<file path="config.mk">
export PLATFORM = sky130hd
export DESIGN_NAME = burst_sequencer
export DESIGN_NICKNAME = d
export VERILOG_FILES = /design/src/rtl/burst_seq_pkg.sv /design/src/rtl/burst_sequencer_seq_timer.sv /design/src/rtl/burst_sequencer.sv
export SDC_FILE = /design/constraint.sdc
export NUM_CORES = 1
export LEC_CHECK = 0
export BUFFER_PORTS_ARGS = -buffer_cell sky130_fd_sc_hd__buf_2
export CAP_MARGIN = 20
export CORE_ASPECT_RATIO = 2
export CORE_MARGIN = 8
export CORE_UTILIZATION = 58
export DETAILED_ROUTE_END_ITERATION = 10
export GPL_TIMING_DRIVEN = 0
export HOLD_SLACK_MARGIN = 0.12
export PLACE_DENSITY = 0.8
export RECOVER_POWER = 50
export SLEW_MARGIN = 20
export SYNTH_ARGS = -nofsm -noshare
export SYNTH_HDL_FRONTEND = slang
export SYNTH_SLANG_ARGS = --single-unit
</file>
<file path="constraint.sdc">
create_clock -name clk_in -period 2.65 [get_ports clk_in]
set_input_delay 0.265 -clock clk_in [delete_from_list [all_inputs] [get_ports clk_in]]
set_output_delay 0.265 -clock clk_in [all_outputs]
set_load 0.005 [all_outputs]
</file>
<file path="src/rtl/burst_seq_pkg.sv">
// Shared definitions for the burst sequencer slice.
// Contents: FSM state encoding, error code values, default burst length and
// the width of the hold/timeout timers.
package burst_seq_pkg;

    typedef enum logic [2:0] {
        ST_IDLE       = 3'd0,
        ST_CHECK      = 3'd1,
        ST_TRIG       = 3'd2,
        ST_WAIT_FIRST = 3'd3,
        ST_STREAM     = 3'd4
    } state_e;

    localparam logic [1:0] ERR_NONE     = 2'd0;
    localparam logic [1:0] ERR_TIMEOUT  = 2'd1;
    localparam logic [1:0] ERR_UNDERRUN = 2'd2;
    localparam logic [1:0] ERR_OVERRUN  = 2'd3;

    localparam int DEF_BURST_LEN = 2048;
    localparam int TMR_W         = 16;

endpackage

</file>
<file path="src/rtl/burst_sequencer_seq_timer.sv">
// seq_timer: loadable down-counter with a zero flag.
// Ports:
//   clk_in      in  clock, rising edge
//   rst_in      in  synchronous active-high reset (count -> 0)
//   load_in     in  load load_val_in this cycle (wins over counting)
//   load_val_in in  W-bit value to load
//   zero_out    out count is zero
// The count saturates at zero, so the flag stays up until the next load.
module seq_timer #(
    parameter int W = 16
) (
    input  logic         clk_in,
    input  logic         rst_in,
    input  logic         load_in,
    input  logic [W-1:0] load_val_in,
    output logic         zero_out
);

    logic [W-1:0] count_r;

    // Count register: reset, load, or decrement towards zero.
    always_ff @(posedge clk_in) begin
        if (rst_in) begin
            count_r <= W'(0);
        end else if (load_in) begin
            count_r <= load_val_in;
        end else if (count_r != W'(0)) begin
            count_r <= count_r - W'(1);
        end else begin
            count_r <= count_r;
        end
    end

    assign zero_out = (count_r == W'(0));

endmodule

</file>
<file path="src/rtl/burst_sequencer.sv">
// burst_sequencer: sequences the data generator into the acquisition FIFO.
// Accepts a start with a burst count, waits for FIFO space, fires a
// registered trigger, and checks every burst for BURST_LEN contiguous words.
// Ports:
//   clk_in, rst_in           clock and synchronous active-high reset
//   start_in, burst_cnt_in   start request and number of bursts (IDLE only)
//   abort_in                 abort request, returns to IDLE without error
//   fifo_free_in             free words in the downstream FIFO
//   gen_valid_in             generator word strobe
//   trigger_out              generator trigger, TRIG_CYCLES cycles per burst
//   busy_out, done_out       run in progress / one-cycle completion pulse
//   error_out, err_code_out  sticky error and its cause
//   bursts_done_out          bursts completed in the current/last run
module burst_sequencer
    import burst_seq_pkg::*;
#(
    parameter int BURST_LEN   = DEF_BURST_LEN,
    parameter int CNT_W       = 16,
    parameter int TRIG_CYCLES = 2,
    parameter int TIMEOUT     = 64
) (
    input  logic             clk_in,
    input  logic             rst_in,
    input  logic             start_in,
    input  logic             abort_in,
    input  logic [CNT_W-1:0] burst_cnt_in,
    input  logic [15:0]      fifo_free_in,
    input  logic             gen_valid_in,
    output logic             trigger_out,
    output logic             busy_out,
    output logic             done_out,
    output logic             error_out,
    output logic [1:0]       err_code_out,
    output logic [CNT_W-1:0] bursts_done_out
);

    localparam int WORD_W = $clog2(BURST_LEN + 1);
    localparam logic [WORD_W-1:0] LAST_WORD  = WORD_W'(BURST_LEN - 1);
    localparam logic [16:0]       FIFO_NEED  = 17'(BURST_LEN);
    // Timers count load..0, so loading N-1 gives a window of N cycles.
    localparam logic [TMR_W-1:0]  HOLD_LOAD  = TMR_W'(TRIG_CYCLES - 1);
    localparam logic [TMR_W-1:0]  TMO_LOAD   = TMR_W'(TIMEOUT - 1);

    state_e            state_r, state_nxt_s;
    logic              trig_r, trig_nxt_s;
    logic              busy_r, busy_nxt_s;
    logic              done_r, done_nxt_s;
    logic              err_r, err_nxt_s;
    logic [1:0]        code_r, code_nxt_s;
    logic [CNT_W-1:0]  bursts_r, bursts_nxt_s, bursts_inc_s;
    logic [CNT_W-1:0]  target_r, target_nxt_s;
    logic [WORD_W-1:0] words_r, words_nxt_s;
    logic              hold_load_s, hold_zero_s;
    logic              tmo_load_s, tmo_zero_s;

    // Both timers are loaded on entry to TRIG: one times the trigger hold,
    // the other the window from trigger rise to the first valid word.
    seq_timer #(.W(TMR_W)) u_hold_timer (
        .clk_in      (clk_in),
        .rst_in      (rst_in),
        .load_in     (hold_load_s),
        .load_val_in (HOLD_LOAD),
        .zero_out    (hold_zero_s)
    );

    seq_timer #(.W(TMR_W)) u_tmo_timer (
        .clk_in      (clk_in),
        .rst_in      (rst_in),
        .load_in     (tmo_load_s),
        .load_val_in (TMO_LOAD),
        .zero_out    (tmo_zero_s)
    );

    // Next-state, next-output and counter update logic.
    always_comb begin
        state_nxt_s  = state_r;
        done_nxt_s   = 1'b0;
        err_nxt_s    = err_r;
        code_nxt_s   = code_r;
        bursts_nxt_s = bursts_r;
        target_nxt_s = target_r;
        words_nxt_s  = words_r;
        hold_load_s  = 1'b0;
        tmo_load_s   = 1'b0;
        bursts_inc_s = bursts_r + CNT_W'(1);

        if ((state_r != ST_IDLE) && abort_in) begin
            // Abort beats any error detected in the same cycle.
            state_nxt_s = ST_IDLE;
        end else begin
            case (state_r)
                ST_IDLE: begin
                    if (start_in) begin
                        target_nxt_s = burst_cnt_in;
                        err_nxt_s    = 1'b0;
                        code_nxt_s   = ERR_NONE;
                        bursts_nxt_s = CNT_W'(0);
                        words_nxt_s  = WORD_W'(0);
                        if (burst_cnt_in == CNT_W'(0)) begin
                            done_nxt_s = 1'b1;
                        end else begin
                            state_nxt_s = ST_CHECK;
                        end
                    end else begin
                        state_nxt_s = ST_IDLE;
                    end
                end
                ST_CHECK: begin
                    if (gen_valid_in) begin
                        state_nxt_s = ST_IDLE;
                        err_nxt_s   = 1'b1;
                        code_nxt_s  = ERR_OVERRUN;
                    end else if ({1'b0, fifo_free_in} >= FIFO_NEED) begin
                        state_nxt_s = ST_TRIG;
                        hold_load_s = 1'b1;
                        tmo_load_s  = 1'b1;
                    end else begin
                        state_nxt_s = ST_CHECK;
                    end
                end
                ST_TRIG: begin
                    if (gen_valid_in) begin
                        state_nxt_s = ST_IDLE;
                        err_nxt_s   = 1'b1;
                        code_nxt_s  = ERR_OVERRUN;
                    end else if (hold_zero_s) begin
                        state_nxt_s = ST_WAIT_FIRST;
                    end else begin
                        state_nxt_s = ST_TRIG;
                    end
                end
                ST_WAIT_FIRST: begin
                    if (gen_valid_in) begin
                        state_nxt_s = ST_STREAM;
                        words_nxt_s = WORD_W'(1);
                    end else if (tmo_zero_s) begin
                        state_nxt_s = ST_IDLE;
                        err_nxt_s   = 1'b1;
                        code_nxt_s  = ERR_TIMEOUT;
                    end else begin
                        state_nxt_s = ST_WAIT_FIRST;
                    end
                end
                ST_STREAM: begin
                    if (!gen_valid_in) begin
                        state_nxt_s = ST_IDLE;
                        err_nxt_s   = 1'b1;
                        code_nxt_s  = ERR_UNDERRUN;
                    end else if (words_r == LAST_WORD) begin
                        // This cycle carries the last word of the burst.
                        words_nxt_s  = WORD_W'(0);
                        bursts_nxt_s = bursts_inc_s;
                        if (bursts_inc_s == target_r) begin
                            state_nxt_s = ST_IDLE;
                            done_nxt_s  = 1'b1;
                        end else begin
                            state_nxt_s = ST_CHECK;
                        end
                    end else begin
                        words_nxt_s = words_r + WORD_W'(1);
                    end
                end
                default: begin
                    state_nxt_s = ST_IDLE;
                end
            endcase
        end

        trig_nxt_s = (state_nxt_s == ST_TRIG);
        busy_nxt_s = (state_nxt_s != ST_IDLE);
    end

    // State, counter and registered-output update.
    always_ff @(posedge clk_in) begin
        if (rst_in) begin
            state_r  <= ST_IDLE;
            trig_r   <= 1'b0;
            busy_r   <= 1'b0;
            done_r   <= 1'b0;
            err_r    <= 1'b0;
            code_r   <= ERR_NONE;
            bursts_r <= CNT_W'(0);
            target_r <= CNT_W'(0);
            words_r  <= WORD_W'(0);
        end else begin
            state_r  <= state_nxt_s;
            trig_r   <= trig_nxt_s;
            busy_r   <= busy_nxt_s;
            done_r   <= done_nxt_s;
            err_r    <= err_nxt_s;
            code_r   <= code_nxt_s;
            bursts_r <= bursts_nxt_s;
            target_r <= target_nxt_s;
            words_r  <= words_nxt_s;
        end
    end

    assign trigger_out     = trig_r;
    assign busy_out        = busy_r;
    assign done_out        = done_r;
    assign error_out       = err_r;
    assign err_code_out    = code_r;
    assign bursts_done_out = bursts_r;

endmodule

</file>
==> results_dict.tcl, run 1 <==
set metrics [dict create \
    final_area_um2 5120 \
    dpl_cell_area_um2 4880 \
    ctsHoldBuffers 0 \
    design_power_total_mw 4.47 \
    ios 59 \
    drt_iter0_drc 189 \
    wirelength_mm 12.2 \
    yosysUniqueCellTypes 65 \
    grt_pass1_wl_mm 19.8 \
    clk_path_buf_depth 2 \
    timing.final.max_slew_violations 0 \
    grt_max_degree 15 \
    holdWs_ns 0.167 \
    skew_ns 0.00987 \
    vias 4278 \
    initial_core_util 0.596 \
    grt_usage 0.224 \
    netlist_area_um2 4530 \
    r2r_start "words_r[0]" \
    leakagePower_nw 1.90 \
    cts_inserted_buffers 9 \
    max_freq_mhz 391 \
    dieWidth_um 78.5 \
    die_y_um 141 \
    worst-endpoint-arrival_ns 2.84 \
    p_int_mw 2.83 \
    p_sw_mw 1.64 \
    p_sw_frac 0.367 \
    portBuffers 47 \
    syn_to_final_growth_pct 13.1 \
    ys.flop_type "dfxtp_1" \
    async_flop_share 0 \
    firstDrtPassIters 4 \
    worst_setup_path_end_kind "register" \
    hold_viol_final 0 \
    maxSlewHeadroom 0.487 \
    pwr-share-comb 0.355 \
    grt_antenna_before_repair 0 \
    synth.avg_cell_area_um2 8.30 \
    worst_slew_pin_slew_ns 0.763 \
    postRouteAntennaNets 0 \
    synth_edf_count 0 \
    syn-num-nets 587 \
    coreArea_um2 7600 \
    max_cap_viol_count 0 \
    p_clk_frac 0.256 \
    viasPerCell 6.09 \
    ir_drop_mv 0.736 \
    tns_ns 0 \
    drc 0 \
    ys_warn_count 0 \
    routedWlPerCell_um 17.4 \
    status "finished clean" \
    dp_hpwl_mm 9.21 \
    synth_seq_cells 85 \
    htree_levels 3 \
    endpoint "done_out" \
    worst_hold_path_type "primary input to register" \
    synth_seq_area_share 0.376 \
    clk_pin_slew_ns 0.07 \
    diodes 0 \
    cts-root-buf "clkbuf_16" \
    postCtsSetupRepairBufs 0 \
    grt_remaining_overflow 0 \
    dieArea_um2 11100 \
    rows 45 \
    layout_min_cycle_time_ns 2.56 \
    power_frac_seq 0.389 \
    setup-violations-final 0 \
    critPathRequiredTime_ns 2.93 \
    power_density_nw_per_um2 874 \
    cts.sinks 85 \
    crit_type "register to register" \
    worstSkewPairLatency_ns 0.34 \
    start_kind "register" \
    worstSetupStartpoint "words_r[0]" \
    cts_tree "yes" \
    gp_congestion 0.945 \
    reg2reg_depth 7 \
    synth_cells 546 \
    r2r_end "done_out" \
    grt_pass1_vias 4221 \
    nets 645 \
    hold_depth 3 \
    cp_max_fo 5 \
    period_share 0.966 \
    r2r_slack_ns 0.09 \
    grt_setup_unrepaired "yes" \
    final_layout_size_suffix_gt1_frac 0.128 \
    utilization 0.674 \
]
==> cell usage in the layout (no fill, tap or decap), types with 4 or more instances in the layout <==
master	netlist	final
a211oi_1	5	5
a21oi_1	51	51
a31oi_1	5	5
and2_1	5	5
and3_1	4	4
buf_2	4	37
buf_6	6	5
clkbuf_1	14	30
clkbuf_16	0	9
dfxtp_1	85	85
ha_1	4	4
inv_1	10	10
nand2_1	54	54
nand2b_1	11	11
nand3_1	14	14
nand3b_1	7	7
nand4_1	11	11
nor2_1	60	60
nor2b_1	4	4
nor3_1	18	19
nor3b_1	4	4
nor4_1	14	14
o2111ai_1	4	4
o21ai_0	22	22
or3_1	12	12
or4_1	8	8
xnor2_1	31	31
xor2_1	28	28
==> what timing repair did <==
action                                  CTS  global route
hold endpoints to repair                  0             0
resized for setup                         0             0
endpoints found under the setup margin    0             9
==> routing by layer <==
| metal | track usage | routed length (um) |
|---|---|---|
| met1 | 0.203 | 4310 |
| met3 | 0.0541 | 587 |
| met2 | 0.414 | 6660 |
| met5 | 0 | 0 |
| met4 | 0.156 | 648 |
==> how the worst min path moves through the flow <==
stage | startpoint | end | slack, ns
final | burst_cnt_in[12] | target_r[12] | 0.17
after global routing | burst_cnt_in[12] | target_r[12] | 0.16
after CTS | burst_cnt_in[12] | target_r[12] | 0.16
after detailed placement | target_r[7] | target_r[7] | 0.46
after global placement | target_r[5] | target_r[5] | 0.46
after floorplan | burst_cnt_in[0] | target_r[0] | 0.40
==> registers in the layout, summed over array words and instances (netlist names) <==
| register | count |
|---|---|
| state_r | 3 |
| trigger_out | 1 |
| target_r | 16 |
| err_code_out | 2 |
| words_r | 12 |
| u_hold_timer.count_r | 16 |
| u_tmo_timer.count_r | 16 |
| bursts_done_out | 16 |
| error_out | 1 |
| done_out | 1 |
| busy_out | 1 |
==> cell families (layout without fill, tap and decap cells) <==
| family | after synthesis | count (layout) | synth area share |
|---|---|---|---|
| compound gates | 107 | 107 | 0.146 |
| xor+xnor | 59 | 59 | 0.114 |
| fa+ha+maj | 5 | 5 | 0.0135 |
| buf+inv | 38 | 101 | 0.0486 |
| flops | 85 | 85 | 0.376 |
| simple gates | 252 | 252 | 0.302 |
==> stage by stage <==
step | worst slack [ns] | instances
floorplan | 0.411 | 546
global placement | 0.130 | 687
detailed placement | 0.117 | 687
CTS | 0.0846 | 703
global route | -0.0449 | 703
finish | 0.0913 | 703
==> power groups by stage <==
stage          clock, mW  sequential, mW  combinational (mW)
6_report            1.15            1.74                1.59
5_1_grt             1.22            1.77                1.78
4_1_cts             1.16            1.74                1.61
3_5_place_dp           0            1.76                1.58
3_3_place_gp           0            1.75                1.52
2_1_floorplan          0            1.71                1.27
==> Yosys cell counts, types with 2 or more instances <==
master	n	share of area
dfxtp_1	85	0.38
nor2_1	60	0.050
nand2_1	54	0.045
a21oi_1	51	0.056
xnor2_1	31	0.060
xor2_1	28	0.054
o21ai_0	22	0.024
nor3_1	18	0.020
clkbuf_1	14	0.012
nand3_1	14	0.015
nor4_1	14	0.019
or3_1	12	0.017
nand2b_1	11	0.015
nand4_1	11	0.015
inv_1	10	0.0083
or4_1	8	0.013
nand3b_1	7	0.012
buf_6	6	0.015
a211oi_1	5	0.0083
a31oi_1	5	0.0069
and2_1	5	0.0069
and3_1	4	0.0055
buf_2	4	0.0044
ha_1	4	0.011
nor2b_1	4	0.0055
nor3b_1	4	0.0066
o2111ai_1	4	0.0077
and4_1	3	0.0058
nor4_2	3	0.0083
nor4b_1	3	0.0058
a211o_1	2	0.0039
a21o_1	2	0.0033
buf_4	2	0.0033
clkbuf_8	2	0.0061
nand3_2	2	0.0044
nand4b_1	2	0.0039
o31ai_1	2	0.0033
==> area by class of cell <==
cell class,count,area (um2)
Inverter,10,37.5
Buffer,28,174
Multi-Input combinational cell,423,2600
Timing Repair Buffer,47,219
Sequential cell,85,1700
Clock inverter,6,40.0
Fill cell,642,2480
Clock buffer,10,229
Tap cell,94,118
==> worst max-delay path: stages, from the launching register on <==
cell,delay [ns]
dfxtp_1,0.38
ha_1,0.21
nand2_1,0.16
nor4_1,0.59
nand4_1,0.15
or4_1,0.52
a2111oi_4,0.28
a41o_1,0.21
Power figures use the tool's default switching activity.
==> inputs of run 2 (changes only) <==
--- a/config.mk
+++ b/config.mk
@@ -8,5 +8,4 @@
 export BUFFER_PORTS_ARGS = -buffer_cell sky130_fd_sc_hd__buf_2
 export CAP_MARGIN = 20
-export CORE_ASPECT_RATIO = 2
 export CORE_MARGIN = 8
 export CORE_UTILIZATION = 58
==> constraint.sdc (replaced) <==
create_clock -name clk_in -period 2.65 [get_ports clk_in]
set_input_delay 0.1325 -clock clk_in [delete_from_list [all_inputs] [get_ports clk_in]]
set_output_delay 0.1325 -clock clk_in [all_outputs]
set_load 0.005 [all_outputs]
==> run 2 against run 1 <==
  * Clock-buffer cell count unchanged
  * Fmax shrank 1.1%
  * Combinational power barely moved
  * Critical endpoint unchanged
  * Largest cell class unchanged
==> results_dict.tcl, run 2 (synthesized netlist as in run 1, its figures left out) <==
set metrics [dict create \
    status "finished clean" \
    leakagePower_nw 1.91 \
    grt_setup_unrepaired "no" \
    drc 0 \
    tns_ns 0 \
    initial_core_util 0.592 \
    worst_setup_path_end_kind "register" \
    hold_viol_final 0 \
    ios 59 \
    grt_max_degree 16 \
    maxSlewHeadroom 0.497 \
    drt_iter0_drc 209 \
    grtUsageMet1 0.254 \
    final_common_cell "dfxtp_1" \
    grtUsageMet2 0.345 \
    postCtsSetupRepairBufs 0 \
    postRouteAntennaNets 0 \
    grt_usage 0.208 \
    portBuffers 47 \
    grt_use_met3 0.0353 \
    design_power_total_mw 4.20 \
    htree_levels 3 \
    cts.sinks 85 \
    die_y_um 104 \
    gp_congestion 0.875 \
    wirelength_mm 11.5 \
    start_kind "register" \
    max_freq_mhz 386 \
    crit_type "register to register" \
    grt_antenna_before_repair 0 \
    worstSetupStartpoint "bursts_done_out[1]" \
    setup-violations-final 0 \
    dieWidth_um 104 \
    vias 4244 \
    rows 32 \
    timing.final.max_slew_violations 0 \
    nets 661 \
    cts_inserted_buffers 9 \
    grt_pass1_vias 4100 \
    ir_drop_mv 0.768 \
    worst_slew_pin_slew_ns 0.750 \
    dp_hpwl_mm 8.23 \
    viasPerCell 5.84 \
    routedWlPerCell_um 15.8 \
    top_usage_layer "met2" \
    firstDrtPassIters 5 \
    fillers 652 \
    final_cell_mix "dfxtp_1 (84), nor2_1 (60), nand2_1 (54)" \
    cp_max_fo 8 \
    coreArea_um2 7650 \
    skew_ns 0.00737 \
    power_density_nw_per_um2 805 \
    max_cap_viol_count 0 \
    layout_min_cycle_time_ns 2.59 \
    clk_pin_slew_ns 0.09 \
    dieArea_um2 10900 \
    worst-endpoint-arrival_ns 2.90 \
    holdCritStartpoint "rst_in" \
    syn_to_final_growth_pct 15.1 \
    period_share 0.977 \
    r2r_start "bursts_done_out[1]" \
    grt_pass1_wl_mm 19.0 \
    clk_path_buf_depth 2 \
    grt_remaining_overflow 0 \
    critPathRequiredTime_ns 2.96 \
    final_layout_size_suffix_gt1_frac 0.125 \
    cts-root-buf "clkbuf_8" \
    worst_hold_path_type "primary input to register" \
    cts_tree "yes" \
    worstSkewPairLatency_ns 0.36 \
    diodes 0 \
]
[run 2: cell types whose count changed in the layout (fill, tap and decap cells not counted), moves of 3 or more]
cell and delta:
clkinvlp_4 +3, clkinv_2 -3, dlygate4sd3_1 +16, clkbuf_16 -9
clkbuf_8 +10
[run 2: worst paths after layout]
path,slack (ns),end,cells after the start
worst max-delay path,0.06,done_out,8
worst min-delay path,0.17,state_r[1],3
worst max register to register,0.06,done_out,8
worst min register to register,0.47,target_r[12],2
[run 2: final cells by class]
class                   count  area, um2  area share
repair buffers             63        379      0.0727
multi-input cells         423       2610       0.500
clock inverters             6       47.5     0.00912
plain buffers              28        174      0.0334
flip-flops and latches     85       1700       0.327
inverters                  10       37.5     0.00720
clock buffers              10        138      0.0264
well taps                 102        128      0.0245
[run 2: what timing repair did]
action,in CTS,in global routing
setup endpoints to repair,0,2
resized for setup,0,2
endpoints found under the hold margin,16,0
hold buffers,16,0
[run 2: where the power goes]
part	internal (mW)	switching, mW
clock	0.371	0.502
combinational	0.697	0.895
sequential	1.52	0.218
[run 2: metrics by stage]
stage | cell area (um2) | setup WS [ns] | hold WS [ns] | instances | util
3_3_place_gp | 4890 | 0.149 | 0.389 | 695 | 0.640
3_5_place_dp | 4890 | 0.0967 | 0.398 | 695 | 0.640
6_report | 5210 | 0.0621 | 0.170 | 727 | 0.681
5_1_grt | 5210 | 0.0289 | 0.172 | 727 | 0.681
4_1_cts | 5240 | 0.0947 | 0.159 | 727 | 0.685
2_1_floorplan | 4530 | 0.411 | 0.268 | 546 | -
[run 2: routing by layer]
layer	vias up	routed length (um)
met3	23	755
met5	-	0
met4	0	264
met1	1983	4930
li1	2082	-
met2	156	5540
[run 2: worst max-delay path, stage by stage, from the launching register on]
cell	delay, ns
dfxtp_1	0.45
ha_1	0.20
buf_6	0.12
nand3_1	0.15
o31ai_1	0.25
o2111ai_1	0.13
or4_1	0.60
a2111oi_4	0.40
a41o_1	0.23
==> inputs of run 3 (changes only) <==
PLACE_DENSITY = 0.9   (was 0.8)
SLEW_MARGIN = not set   (was 20)
==> run 3 against run 2 <==
  * Routed wire length rose by 9.2%
  * Design area rose by 0.48%
  * First-iteration DRC count rose by 89%
  * Largest power group unchanged
  * Non-clock buffer count did not move
  * Combinational power barely moved
  * Core utilization rose by 0.33 points
  * Worst hold slack improved by 0.013 ns
  * Fmax fell by 0.58%
  * Worst setup slack got worse by 0.015 ns
  * Die area did not move
  * Power rose by 2.4%
  * Critical path depth did not move
  * Critical endpoint unchanged
  * Largest cell class unchanged
==> results_dict.tcl, run 3 (synthesized netlist as in run 1, its figures left out) <==
set metrics [dict create \
    wirelength_mm 12.5 \
    firstDrtPassIters 6 \
    initial_core_util 0.592 \
    htree_levels 3 \
    clk_pin_slew_ns 0.08 \
    cts_inserted_buffers 9 \
    viasPerCell 6.17 \
    final_common_cell "dfxtp_1" \
    clk_path_buf_depth 2 \
    vias 4493 \
    crit_type "register to register" \
    portBuffers 47 \
    power_density_nw_per_um2 821 \
    utilization 0.685 \
    final_area_um2 5240 \
    timing.final.max_slew_violations 0 \
    skew_ns 0.0113 \
    grt_setup_unrepaired "yes" \
    worstSkewPairLatency_ns 0.37 \
    final_cell_mix "dfxtp_1 (84), nor2_1 (60), nand2_1 (54)" \
    syn_to_final_growth_pct 15.6 \
    cts-root-buf "clkbuf_8" \
    critPathRequiredTime_ns 2.96 \
    multiInputGateArea_um2 2610 \
    drc 0 \
    worst_slew_pin_slew_ns 0.672 \
    worst_hold_path_type "primary input to register" \
    worst-endpoint-arrival_ns 2.91 \
    grt_max_degree 15 \
    ios 59 \
    coreArea_um2 7650 \
    maxSlewHeadroom 0.548 \
    period_share 0.982 \
    hold_viol_final 0 \
    nets 661 \
    die_y_um 104 \
    routedWlPerCell_um 17.2 \
    grt_pass1_wl_mm 20.5 \
    cts.sinks 85 \
    setup-violations-final 0 \
    cp_max_fo 8 \
    dpl_cell_area_um2 4890 \
    start_kind "register" \
    dieArea_um2 10900 \
    dp_hpwl_mm 8.50 \
    grt_remaining_overflow 0 \
    max_freq_mhz 384 \
    grt_pass1_vias 4344 \
    grt_antenna_before_repair 1 \
    postCtsSetupRepairBufs 0 \
    final_layout_size_suffix_gt1_frac 0.123 \
    rows 32 \
    status "finished clean" \
    regArea_um2 1700 \
    max_cap_viol_count 0 \
    gp_congestion 0.952 \
    drt_iter0_drc 395 \
    postRouteAntennaNets 0 \
    ir_drop_mv 0.783 \
    grt_usage 0.224 \
    worst_setup_path_end_kind "register" \
    leakagePower_nw 1.92 \
    dieWidth_um 104 \
    layout_min_cycle_time_ns 2.60 \
    fillers 588 \
    cts_tree "yes" \
]
[run 3: report_power, final]
group          leakage (nW)  internal [mW]  switching (mW)
sequential            0.694           1.52           0.228
combinational          1.13          0.701           0.906
clock                0.0995          0.463           0.484
[run 3: critical path: stages, from the launching register on]
cell and delay, ns:
dfxtp_1 0.41, ha_1 0.19, buf_6 0.12, nand3_1 0.18
o31ai_1 0.31, o2111ai_1 0.14, or4_1 0.60, a2111oi_4 0.36
a41o_1 0.24
[run 3: routing by layer]
layer  vias up  part of all wire  track usage
met5         -                 0            0
met1      2120              0.38        0.240
met3        60             0.075       0.0632
met4         0             0.044        0.112
li1       2085                 -            -
met2       228              0.50        0.394
[run 3: metrics by stage]
stage          hold WS [ns]  TNS [ns]  setup WS (ns)  total power [mW]  std cells
2_1_floorplan         0.268         0          0.411              2.99        546
3_3_place_gp          0.391         0          0.145              3.23        695
3_5_place_dp          0.397         0         0.0608              3.34        695
4_1_cts               0.170         0         0.0393              4.30        727
5_1_grt               0.183   -0.0319        -0.0319              4.57        728
6_report              0.183         0         0.0471              4.30        728
[run 3: path summary, 6_finish.rpt]
check / cells after the start / slack (ns) / start / to
worst max register to register: 8 / 0.05 / bursts_done_out[1] / done_out
worst min register to register: 2 / 0.48 / target_r[0] / target_r[0]
worst max-delay path: 8 / 0.05 / bursts_done_out[1] / done_out
worst min-delay path: 3 / 0.18 / rst_in / words_r[6]
[run 3: area by class of cell]
cell class,count,area share
Multi-Input combinational cell,423,0.498
Sequential cell,85,0.325
Timing Repair Buffer,63,0.0719
Buffer,28,0.0346
Clock buffer,11,0.0270
Tap cell,102,0.0244
Clock inverter,5,0.0115
Inverter,10,0.00717
Antenna cell,1,0.000478
[run 3: repair_timing]
item | CTS | global route
hold buffers | 16 | 0
endpoints found under the setup margin | 0 | 7
gates resized for setup | 0 | 2
hold endpoints to repair | 16 | 0
